==> src/rtl/alu_operand_stage.sv <==
// ID/EX operand stage feeding the 32-bit ALU: resolves forwarding, extends the
// immediate and registers operands/control behind a one-entry valid/ready slot.
module alu_operand_stage #(
  parameter int DATA_W = 32,
  parameter int REG_AW = 5,
  parameter int IMM_W  = 16
) (
  input  logic              clk,
  input  logic              rst_n,
  input  logic              in_valid,
  output logic              in_ready,
  input  logic [REG_AW-1:0] rs_addr,
  input  logic [REG_AW-1:0] rt_addr,
  input  logic [DATA_W-1:0] rs_data,
  input  logic [DATA_W-1:0] rt_data,
  input  logic [IMM_W-1:0]  imm,
  input  logic              imm_zext,
  input  logic              alu_src,
  input  logic [1:0]        alu_ctrl_in,
  input  logic [REG_AW-1:0] rd_addr,
  input  logic              reg_write_in,
  input  logic              exmem_reg_write,
  input  logic [REG_AW-1:0] exmem_rd,
  input  logic [DATA_W-1:0] exmem_result,
  input  logic              memwb_reg_write,
  input  logic [REG_AW-1:0] memwb_rd,
  input  logic [DATA_W-1:0] memwb_result,
  input  logic              flush,
  input  logic              out_ready,
  output logic              out_valid,
  output logic [DATA_W-1:0] operand1,
  output logic [DATA_W-1:0] operand2,
  output logic [1:0]        alu_control,
  output logic [DATA_W-1:0] store_data,
  output logic [REG_AW-1:0] rd_out,
  output logic              reg_write_out
);

  logic              capture;
  logic [DATA_W-1:0] rs_fwd;
  logic [DATA_W-1:0] rt_fwd;
  logic [DATA_W-1:0] imm_ext;

  assign in_ready = !out_valid || out_ready;
  assign capture  = in_valid && in_ready && !flush;

  // EX/MEM is the younger producer, so it wins over MEM/WB; $zero never forwards.
  always_comb begin
    // NOTE: every combinational output gets a default first so no path can infer a latch.
    rs_fwd  = rs_data;
    rt_fwd  = rt_data;
    imm_ext = {{(DATA_W-IMM_W){1'b0}}, imm};

    if (exmem_reg_write && exmem_rd == rs_addr && rs_addr != '0)
      rs_fwd = exmem_result;
    else if (memwb_reg_write && memwb_rd == rs_addr && rs_addr != '0)
      rs_fwd = memwb_result;

    if (exmem_reg_write && exmem_rd == rt_addr && rt_addr != '0)
      rt_fwd = exmem_result;
    else if (memwb_reg_write && memwb_rd == rt_addr && rt_addr != '0)
      rt_fwd = memwb_result;

    if (!imm_zext)
      imm_ext = {{(DATA_W-IMM_W){imm[IMM_W-1]}}, imm};
  end

  // NOTE: state updates use non-blocking assignments so every register samples pre-edge values.
  always_ff @(posedge clk or negedge rst_n) begin
    if (!rst_n) begin
      // NOTE: the slot is a handful of flops, so every field is reset, not just out_valid.
      out_valid     <= 1'b0;
      reg_write_out <= 1'b0;
      operand1      <= '0;
      operand2      <= '0;
      alu_control   <= 2'b00;
      store_data    <= '0;
      rd_out        <= '0;
    end else if (flush) begin
      out_valid     <= 1'b0;
      reg_write_out <= 1'b0;
    end else if (capture) begin
      out_valid     <= 1'b1;
      reg_write_out <= reg_write_in;
      operand1      <= rs_fwd;
      operand2      <= alu_src ? imm_ext : rt_fwd;
      alu_control   <= alu_ctrl_in;
      store_data    <= rt_fwd;
      rd_out        <= rd_addr;
    end else if (out_valid && out_ready) begin
      // Drained: data fields keep their last values, only the live bits drop.
      out_valid     <= 1'b0;
      reg_write_out <= 1'b0;
    end
  end

endmodule

==> config.mk <==
export PLATFORM = sky130hd
export DESIGN_NAME = alu_operand_stage
export DESIGN_NICKNAME = d
export VERILOG_FILES = /design/src/rtl/alu_operand_stage.sv
export SDC_FILE = /design/constraint.sdc
export NUM_CORES = 1
export LEC_CHECK = 0
export ABC_AREA = 0
export CORE_ASPECT_RATIO = 0.5
export CORE_MARGIN = 5
export CORE_UTILIZATION = 35
export DETAILED_ROUTE_END_ITERATION = 8
export DONT_BUFFER_PORTS = 1
export PLACE_DENSITY = 0.6
export SLEW_MARGIN = 20
export SYNTH_ARGS = -nofsm -noshare
export SYNTH_HDL_FRONTEND = slang
export SYNTH_SLANG_ARGS = --single-unit
==> constraint.sdc <==
create_clock -name clk -period 2.15 [get_ports clk]
set_input_delay 0.3225 -clock clk [delete_from_list [all_inputs] [get_ports clk]]
set_output_delay 0.3225 -clock clk [all_outputs]
set_load 0.05 [all_outputs]
== Word level (Yosys, flattened, before mapping) ==
Cells that the tools add are included.

* Output and inout port bits: 106
* Register bits after elaboration: 105
* Logic and storage cells: 41
* Input bits: 181

* Eq/ne operators: 4
* Bitwise operators: 1
* Reduce and logical (&&, ||, !) cells: 18
* Muxes and demuxes: 11

{| class="wikitable"
|+ Operators with widths
! kind !! count
|-
| 32-bit two-way mux || 6
|-
| 5-bit equality test || 4
|-
| 1-bit logical AND || 11
|-
| 5-bit nonzero test || 2
|-
| 1-bit two-way mux || 5
|-
| 3-bit nonzero test || 1
|-
| 1-bit zero test || 2
|-
| 2-bit AND reduction || 1
|-
| 1-bit logical OR || 1
|-
| 1-bit NOT || 1
|}

== Longest topological paths before layout ==
Gate-level depths: netlist (run 1).

* Word-level depth: 6
* Mapped depth: 8
* Depth with buffers taken out: 6

== Least setup slack after synthesis (run 1) ==
No wires, ideal clock.

* Path type: register to register
* Start point: reg out_valid
* End point: reg store_data[29]
* Period minus slack after synthesis: 2.291 ns
* Cell stages (with the launch flop): 9
* Required time: 2.054 ns
* Data arrival time: 2.195 ns
* Buffers on the path: 3
* Library setup time: 0.096 ns
* Path slack: -0.141 ns
* Cells stage by stage: dfrtp_1 -> nor2b_2 -> inv_1 -> nand3b_1 -> clkbuf_1 -> buf_2 -> buf_1 -> nand2_1 -> o31ai_1

* Longest elaborated chain between the ends: 5

{| class="wikitable"
|+ RTL lines
! element !! line !! text
|-
| start: declaration || 30 || <nowiki>output logic out_valid,</nowiki>
|-
| start signal: assignment || 72 || <nowiki>out_valid <= 1'b0;</nowiki>
|-
| start signal: assignment || 80 || <nowiki>out_valid <= 1'b0;</nowiki>
|-
| start signal: assignment || 83 || <nowiki>out_valid <= 1'b1;</nowiki>
|-
| 1-bit zero test || 44 || <nowiki>assign in_ready = !out_valid || out_ready;</nowiki>
|-
| 1-bit logical OR || 44 ||
|-
| via in_ready || 11 || <nowiki>output logic in_ready,</nowiki>
|-
| 1-bit logical AND (2 in series) || 45 || <nowiki>assign capture = in_valid && in_ready && !flush;</nowiki>
|-
| 2-bit AND reduction (no source line) || -- ||
|-
| end signal: assignment || 88 || <nowiki>store_data <= rt_fwd;</nowiki>
|-
| end: declaration || 34 || <nowiki>output logic [DATA_W-1:0] store_data,</nowiki>
|}

The timed path passes the listed nets, and every way through them passes these cells.
A chain may end at the register's enable or synchronous reset.

== Final worst setup path (run 1) ==
* Start point: reg out_valid
* End point: reg operand2[18]

* Longest elaborated chain between the ends: 5

{| class="wikitable"
|+ RTL lines
! element !! line !! text
|-
| 1-bit zero test || 44 ||
|-
| 1-bit logical OR || 44 ||
|-
| 1-bit logical AND (2 in series) || 45 ||
|-
| 2-bit AND reduction (no source line) || -- ||
|-
| end signal: assignment || 86 || <nowiki>operand2 <= alu_src ? imm_ext : rt_fwd;</nowiki>
|-
| end: declaration || 32 || <nowiki>output logic [DATA_W-1:0] operand2,</nowiki>
|}

Every way passes these cells.

==> impl_metrics.tcl, run 1 <==
set metrics [dict create \
    fin_area_mm2 0.00651 \
    totalWireLength_um 21300 \
    crit_fanout 16 \
    chipWidth_um 193 \
    antenna_left 0 \
    synth_area_mm2 0.00587 \
    synthToLayoutAreaGrowth_pct 10.9 \
    synth_warnings 0 \
    grt_overflow_total 0 \
    hold_path_class "in2async" \
    cts_tree "built" \
    nNetsFinal 761 \
    failed_checks "hold timing" \
    antenna_found_initial 1 \
    fmax_mhz 500 \
    synth-edff-count 0 \
    critPathSlowestCell "dfrtp_2" \
    global_route.peak_usage_layer "met2" \
    worstPathRequired_ns 2.38 \
    die_h_um 102 \
    yosys_most_used_dff "dfrtp_1" \
    avgRoutedWirePerCell_um 26.2 \
    via_per_inst 5.95 \
    finalHoldViolations 105 \
    placed_area_mm2 0.00621 \
    status "complete, but fails checks" \
    dieArea_mm2 0.0196 \
    crit_chain "nor2b_4 -> clkinvlp_4 -> nand3b_1 -> nor3_2 -> buf_4 -> a21oi_1 -> o31ai_1" \
    synth_nets 778 \
    synth.most_common_cell "dfrtp_1" \
    powerDensity_mw_per_mm2 941 \
    critical_path.top_delay_family "simple AND/OR/NAND/NOR gates" \
    gr-usage-met1_pct 25.0 \
    maxSlewViolCount 0 \
    clock_path_buffers 2 \
    post-cts-setup-buffers 0 \
    drive_gt1_share_pct 14.4 \
    preCtsSetupSlack_ns -0.133 \
    cp-end-kind "flop" \
    antenna_cells 0 \
    initial_utilization_pct 35.8 \
    power.leakage_nw 2.80 \
    slowest_delay_ns 0.54 \
    path_buf_inv 2 \
    synth-seq-area-share_pct 44.8 \
    setup_ws_ns 0.148 \
    grt_use_met2_pct 35.8 \
    rsz0062_at_grt "false" \
    ir_drop_v 0.000422 \
    fin_crit_sh_pct 93.1 \
    io_pins 287 \
    grt_max_degree 106 \
    critPathLaunchType "flop" \
    clock-sinks 105 \
    synth_seq_cells 105 \
    path_clk_slew_ns 0.08 \
    dr.pass1.iters 6 \
    root_buffer "clkbuf_16" \
    place_congestion 0.788 \
    cts_resized 0 \
    gr-usage-met3_pct 6.99 \
    criticalPathCategory "reg2reg" \
    avgSynthCellArea_um2 9.83 \
    drt_iter0_drc 292 \
    yosysUniqueCellTypes 37 \
    synthArstFlopShare_pct 100 \
    vias 4829 \
    synthTopCellsByCount "dfrtp_1 (105), nand2_1 (90), o31ai_1 (64)" \
    netlist_instances 597 \
    maxSlewHeadroom_pct 29.4 \
    grt_pass1_vias 5098 \
    holdWs_ns -0.335 \
    synth.largest_area_cell "dfrtp_1" \
    dp_hpwl_um 15300 \
    cts.htree.levels 3 \
    setup_tns_ns 0 \
    clock_latency_ns 0.35 \
    cts_buffers 9 \
    worstPathArrival_ns 2.23 \
    gr-usage-all-layers_pct 20.8 \
    yosys-top-cells-area "dfrtp_1 (45%), o31ai_1 (8.2%), a221oi_2 (7.7%), nand2_1 (5.8%), mux2i_1 (5.6%)" \
    core_area_mm2 0.0164 \
    drv_cap 0 \
    final-setup-viol-count 0 \
    drcViolationCount 0 \
    tightest_slew_ns 1.06 \
    synth.top_cell.area_share_pct 44.8 \
    grt_pass1_wl_um 30800 \
    skew_ns 0.00884 \
    port_buffers 0 \
    num_rows 33 \
    finalWorstPathRequiredPeriod_ns 2.00 \
]
-- kinds of logic after synthesis --
| kind of cell | synth area share (%) |
|---|---|
| DFF | 44.8 |
| xor gates and xnor gates | 3.11 |
| muxes | 5.63 |
| and+or+nand+nor | 15.5 |
| buffers and inverters | 6.87 |
| AOI/OAI and AO/OA | 24.1 |
-- cell usage in the layout, fill, tap and decap left out, drive strengths merged, types with 2 or more instances in the layout --
| master | netlist | layout |
|---|---|---|
| dfrtp | 105 | 105 |
| nand2 | 90 | 90 |
| o31ai | 64 | 64 |
| and3 | 47 | 47 |
| nor2 | 38 | 38 |
| mux2i | 33 | 33 |
| inv | 33 | 33 |
| a21oi | 32 | 32 |
| o221ai | 32 | 32 |
| a221oi | 32 | 32 |
| buf | 25 | 23 |
| xnor2 | 18 | 18 |
| clkbuf | 26 | 11 |
| nand4 | 4 | 4 |
| xor2 | 2 | 2 |
| or4 | 2 | 2 |
| nand2b | 2 | 2 |
| or2 | 2 | 2 |
| nor3 | 2 | 2 |
| clkinv | 0 | 2 |
-- sequential cells by signal, indices dropped and copies added, names as in the netlist --
name and cells:
operand1 32, operand2 32, store_data 32, rd_out 5
alu_control 2, out_valid 1, reg_write_out 1
-- worst register-to-register path: cells and delay by family (launching register included) --
kind / cells / cell delay, ns
and+or+nand+nor: 3 / 0.77
DFF: 1 / 0.54
AOI/OAI and AO/OA: 2 / 0.24
buffers and inverters: 2 / 0.34
-- path summary, 6_finish.rpt --
path                       depth (start not counted)  slack, ns                  start                       end
max                                                7       0.15  out_valid$_DFFE_PN0P_  operand2[18]$_DFFE_PN0P_
min                                                0      -0.33                  rst_n  operand1[13]$_DFFE_PN0P_
max reg2reg                                        7       0.15  out_valid$_DFFE_PN0P_  operand2[18]$_DFFE_PN0P_
min reg2reg                                        2       0.77  rd_out[1]$_DFFE_PN0P_     rd_out[1]$_DFFE_PN0P_
max in group asynchronous                          0       2.34                  rst_n  operand2[28]$_DFFE_PN0P_
min in group clk                                   1       0.02                  flush     out_valid$_DFFE_PN0P_
-- layer usage --
metal	up-vias	part of all wire, %
met5	-	0.033
met4	2	1.5
met3	26	8.8
met2	215	50
met1	2423	39
li1	2163	-
-- power breakdown --
group | total (mW) | internal (mW) | leakage, nW | switching [mW]
combinational | 0.727 | 0.347 | 1.35 | 0.380
sequential | 3.68 | 2.26 | 1.31 | 1.41
clock | 1.71 | 0.936 | 0.146 | 0.778
total | 6.12 | 3.55 | 2.80 | 2.57
-- through the flow --
step	util (%)	power (mW)	instances	hold WS, ns
3_5_place_dp	37.9	4.45	796	0.0298
6_report	39.7	6.12	811	-0.335
3_3_place_gp	37.9	4.42	796	0.0297
5_1_grt	39.7	6.36	811	-0.360
4_1_cts	39.7	6.18	811	-0.356
2_1_floorplan	-	4.18	597	0.0269
-- cell type report --
cell class / instances / area (um2)
Clock buffer: 11 / 243
Clock inverter: 4 / 52.6
Fill cell: 1649 / 9890
Inverter: 33 / 128
Multi-Input combinational cell: 408 / 2890
Sequential cell: 105 / 2630
Tap cell: 227 / 284
Timing Repair Buffer: 23 / 285
Power figures use the tool's default switching activity.
==> run 2, diff against run 1 <==
--- a/config.mk
+++ b/config.mk
@@ -7,7 +7,6 @@
 export LEC_CHECK = 0
 export ABC_AREA = 0
 export CORE_ASPECT_RATIO = 0.5
-export CORE_MARGIN = 5
 export CORE_UTILIZATION = 35
 export DETAILED_ROUTE_END_ITERATION = 8
 export DONT_BUFFER_PORTS = 1
==> constraint.sdc (replaced) <==
create_clock -name clk -period 2.15 [get_ports clk]
set_input_delay 0.215 -clock clk [delete_from_list [all_inputs] [get_ports clk]]
set_output_delay 0.215 -clock clk [all_outputs]
set_load 0.05 [all_outputs]
==> run 2 against run 1 <==
Largest power group unchanged. Wire length fell by 8.3%. Critical path depth fell by 1. Cell count rose by 0.99%. Sequential cell count did not move. Fmax rose by 10%. Power rose by 3.1%. Sequential share of layout area fell by 0.71 points. The flow finishes with violations (DRC, hold timing). Combinational power rose by 2%. Non-clock buffer count rose by 7.
==> impl_metrics.tcl, run 2 (same netlist as run 1, synthesis figures left out) <==
set metrics [dict create \
    dr.pass1.iters 7 \
    finalWorstPathRequiredPeriod_ns 1.82 \
    mostFrequentLayoutCell "dfrtp_1" \
    criticalPathCategory "reg2reg" \
    power.leakage_nw 2.85 \
    cp-end-kind "flop" \
    hold_path_class "in2async" \
    die_h_um 93.6 \
    cts_tree "built" \
    place_congestion 0.788 \
    fin_util_pct 40.4 \
    grt_overflow_total 0 \
    reg2reg_slack_ns 0.33 \
    drt_iter0_drc 227 \
    maxSlewHeadroom_pct 51.6 \
    crit_fanout 88 \
    area.sequential_mm2 0.00263 \
    cts_resized 0 \
    rsz0062_at_grt "false" \
    clock-sinks 105 \
    worstPathRequired_ns 2.39 \
    drcViolationCount 1 \
    r2r_cells 6 \
    antenna_cells 0 \
    root_buffer "clkbuf_16" \
    clock_path_buffers 2 \
    grt_pass1_vias 4819 \
    maxSlewViolCount 0 \
    fin_crit_sh_pct 84.5 \
    ir_drop_v 0.000392 \
    powerDensity_mw_per_mm2 953 \
    cts.htree.levels 3 \
    port_buffers 0 \
    clock_latency_ns 0.35 \
    chipWidth_um 185 \
    grt_max_degree 106 \
    tightest_slew_ns 0.724 \
    failed_checks "DRC, hold timing" \
    largestRegisters "operand1 (32), operand2 (32), store_data (32)" \
    drv_cap 0 \
    via_per_inst 5.91 \
    r2r_end "operand2[27]$_DFFE_PN0P_" \
    drive_gt1_share_pct 14.0 \
    io_pins 287 \
    totalWireLength_um 19500 \
    finalHoldViolations 105 \
    initial_utilization_pct 35.8 \
    core_area_mm2 0.0164 \
    final_cell_mix "dfrtp_1 (104), nand2_1 (90), o31ai_1 (64)" \
    avgRoutedWirePerCell_um 23.8 \
    antenna_left 0 \
    final-setup-viol-count 0 \
    cts_buffers 9 \
    n_fill_cell 1603 \
    num_rows 33 \
    vias 4838 \
    fmax_mhz 550 \
    dp_hpwl_um 13800 \
    setup_tns_ns 0 \
    skew_ns 0.0102 \
    gr-usage-all-layers_pct 21.9 \
    r2r-start "out_valid$_DFFE_PN0P_" \
    status "complete, but fails checks" \
    path_clk_slew_ns 0.08 \
    antenna_found_initial 0 \
    multi_input_area_mm2 0.00289 \
    post-cts-setup-buffers 0 \
    synthToLayoutAreaGrowth_pct 12.9 \
    grt_pass1_wl_um 28500 \
    holdBufCountCts 9 \
    critPathLaunchType "flop" \
    worstPathArrival_ns 2.06 \
    holdWs_ns -0.440 \
    nNetsFinal 768 \
    dieArea_mm2 0.0173 \
]
## run 2: metal layers
| layer | vias to the layer above | track usage [%] | share of wire [%] |
|---|---|---|---|
| met5 | - | 0 | 0 |
| met4 | 0 | 5.44 | 1.3 |
| met3 | 18 | 7.05 | 8.4 |
| met2 | 208 | 37.2 | 50 |
| met1 | 2432 | 26.8 | 40 |
| li1 | 2180 | - | - |
## run 2: critical path: stages, from the launching register on
cell,delay (ns)
dfrtp_2,0.36
nor2b_4,0.23
clkinvlp_4,0.12
nand3b_1,0.34
buf_12,0.39
a21oi_1,0.13
o31ai_1,0.10
## run 2: power by group
| part | total [mW] | internal (mW) | switching (mW) | leakage, nW |
|---|---|---|---|---|
| registers | 3.66 | 2.27 | 1.39 | 1.31 |
| clock network | 1.91 | 1.15 | 0.767 | 0.167 |
| logic | 0.738 | 0.353 | 0.385 | 1.38 |
| total | 6.31 | 3.77 | 2.54 | 2.85 |
## run 2: how the worst max path moves through the flow
stage / start / endpoint / depth (start not counted)
global placement: rt_addr[0] / store_data[28]$_DFFE_PN0P_ / 6
finish: out_valid$_DFFE_PN0P_ / operand2[27]$_DFFE_PN0P_ / 6
floorplan: out_valid$_DFFE_PN0P_ / store_data[23]$_DFFE_PN0P_ / 8
detailed placement: memwb_rd[2] / store_data[21]$_DFFE_PN0P_ / 7
global route: out_valid$_DFFE_PN0P_ / operand2[27]$_DFFE_PN0P_ / 6
CTS: out_valid$_DFFE_PN0P_ / operand2[27]$_DFFE_PN0P_ / 6
## run 2: layout make-up
type / instances / share of cell area, %
clock buffer: 10 / 3.46
clock inverter: 6 / 1.70
inverter: 33 / 1.93
multi-input combinational: 408 / 43.6
sequential: 105 / 39.7
tap: 227 / 4.29
timing repair buffer: 30 / 5.37
## run 2: metrics by stage
| step | std cells | setup slack (ns) | hold slack [ns] | instance area, um2 | total power [mW] |
|---|---|---|---|---|---|
| 2_1_floorplan | 597 | -0.0327 | -0.0806 | 5880 | 4.18 |
| 4_1_cts | 819 | 0.342 | -0.461 | 6620 | 6.38 |
| 6_report | 819 | 0.332 | -0.440 | 6620 | 6.31 |
| 5_1_grt | 819 | 0.217 | -0.466 | 6620 | 6.57 |
| 3_3_place_gp | 793 | -0.0597 | -0.0774 | 6160 | 4.39 |
| 3_5_place_dp | 794 | 0.178 | -0.0782 | 6190 | 4.43 |
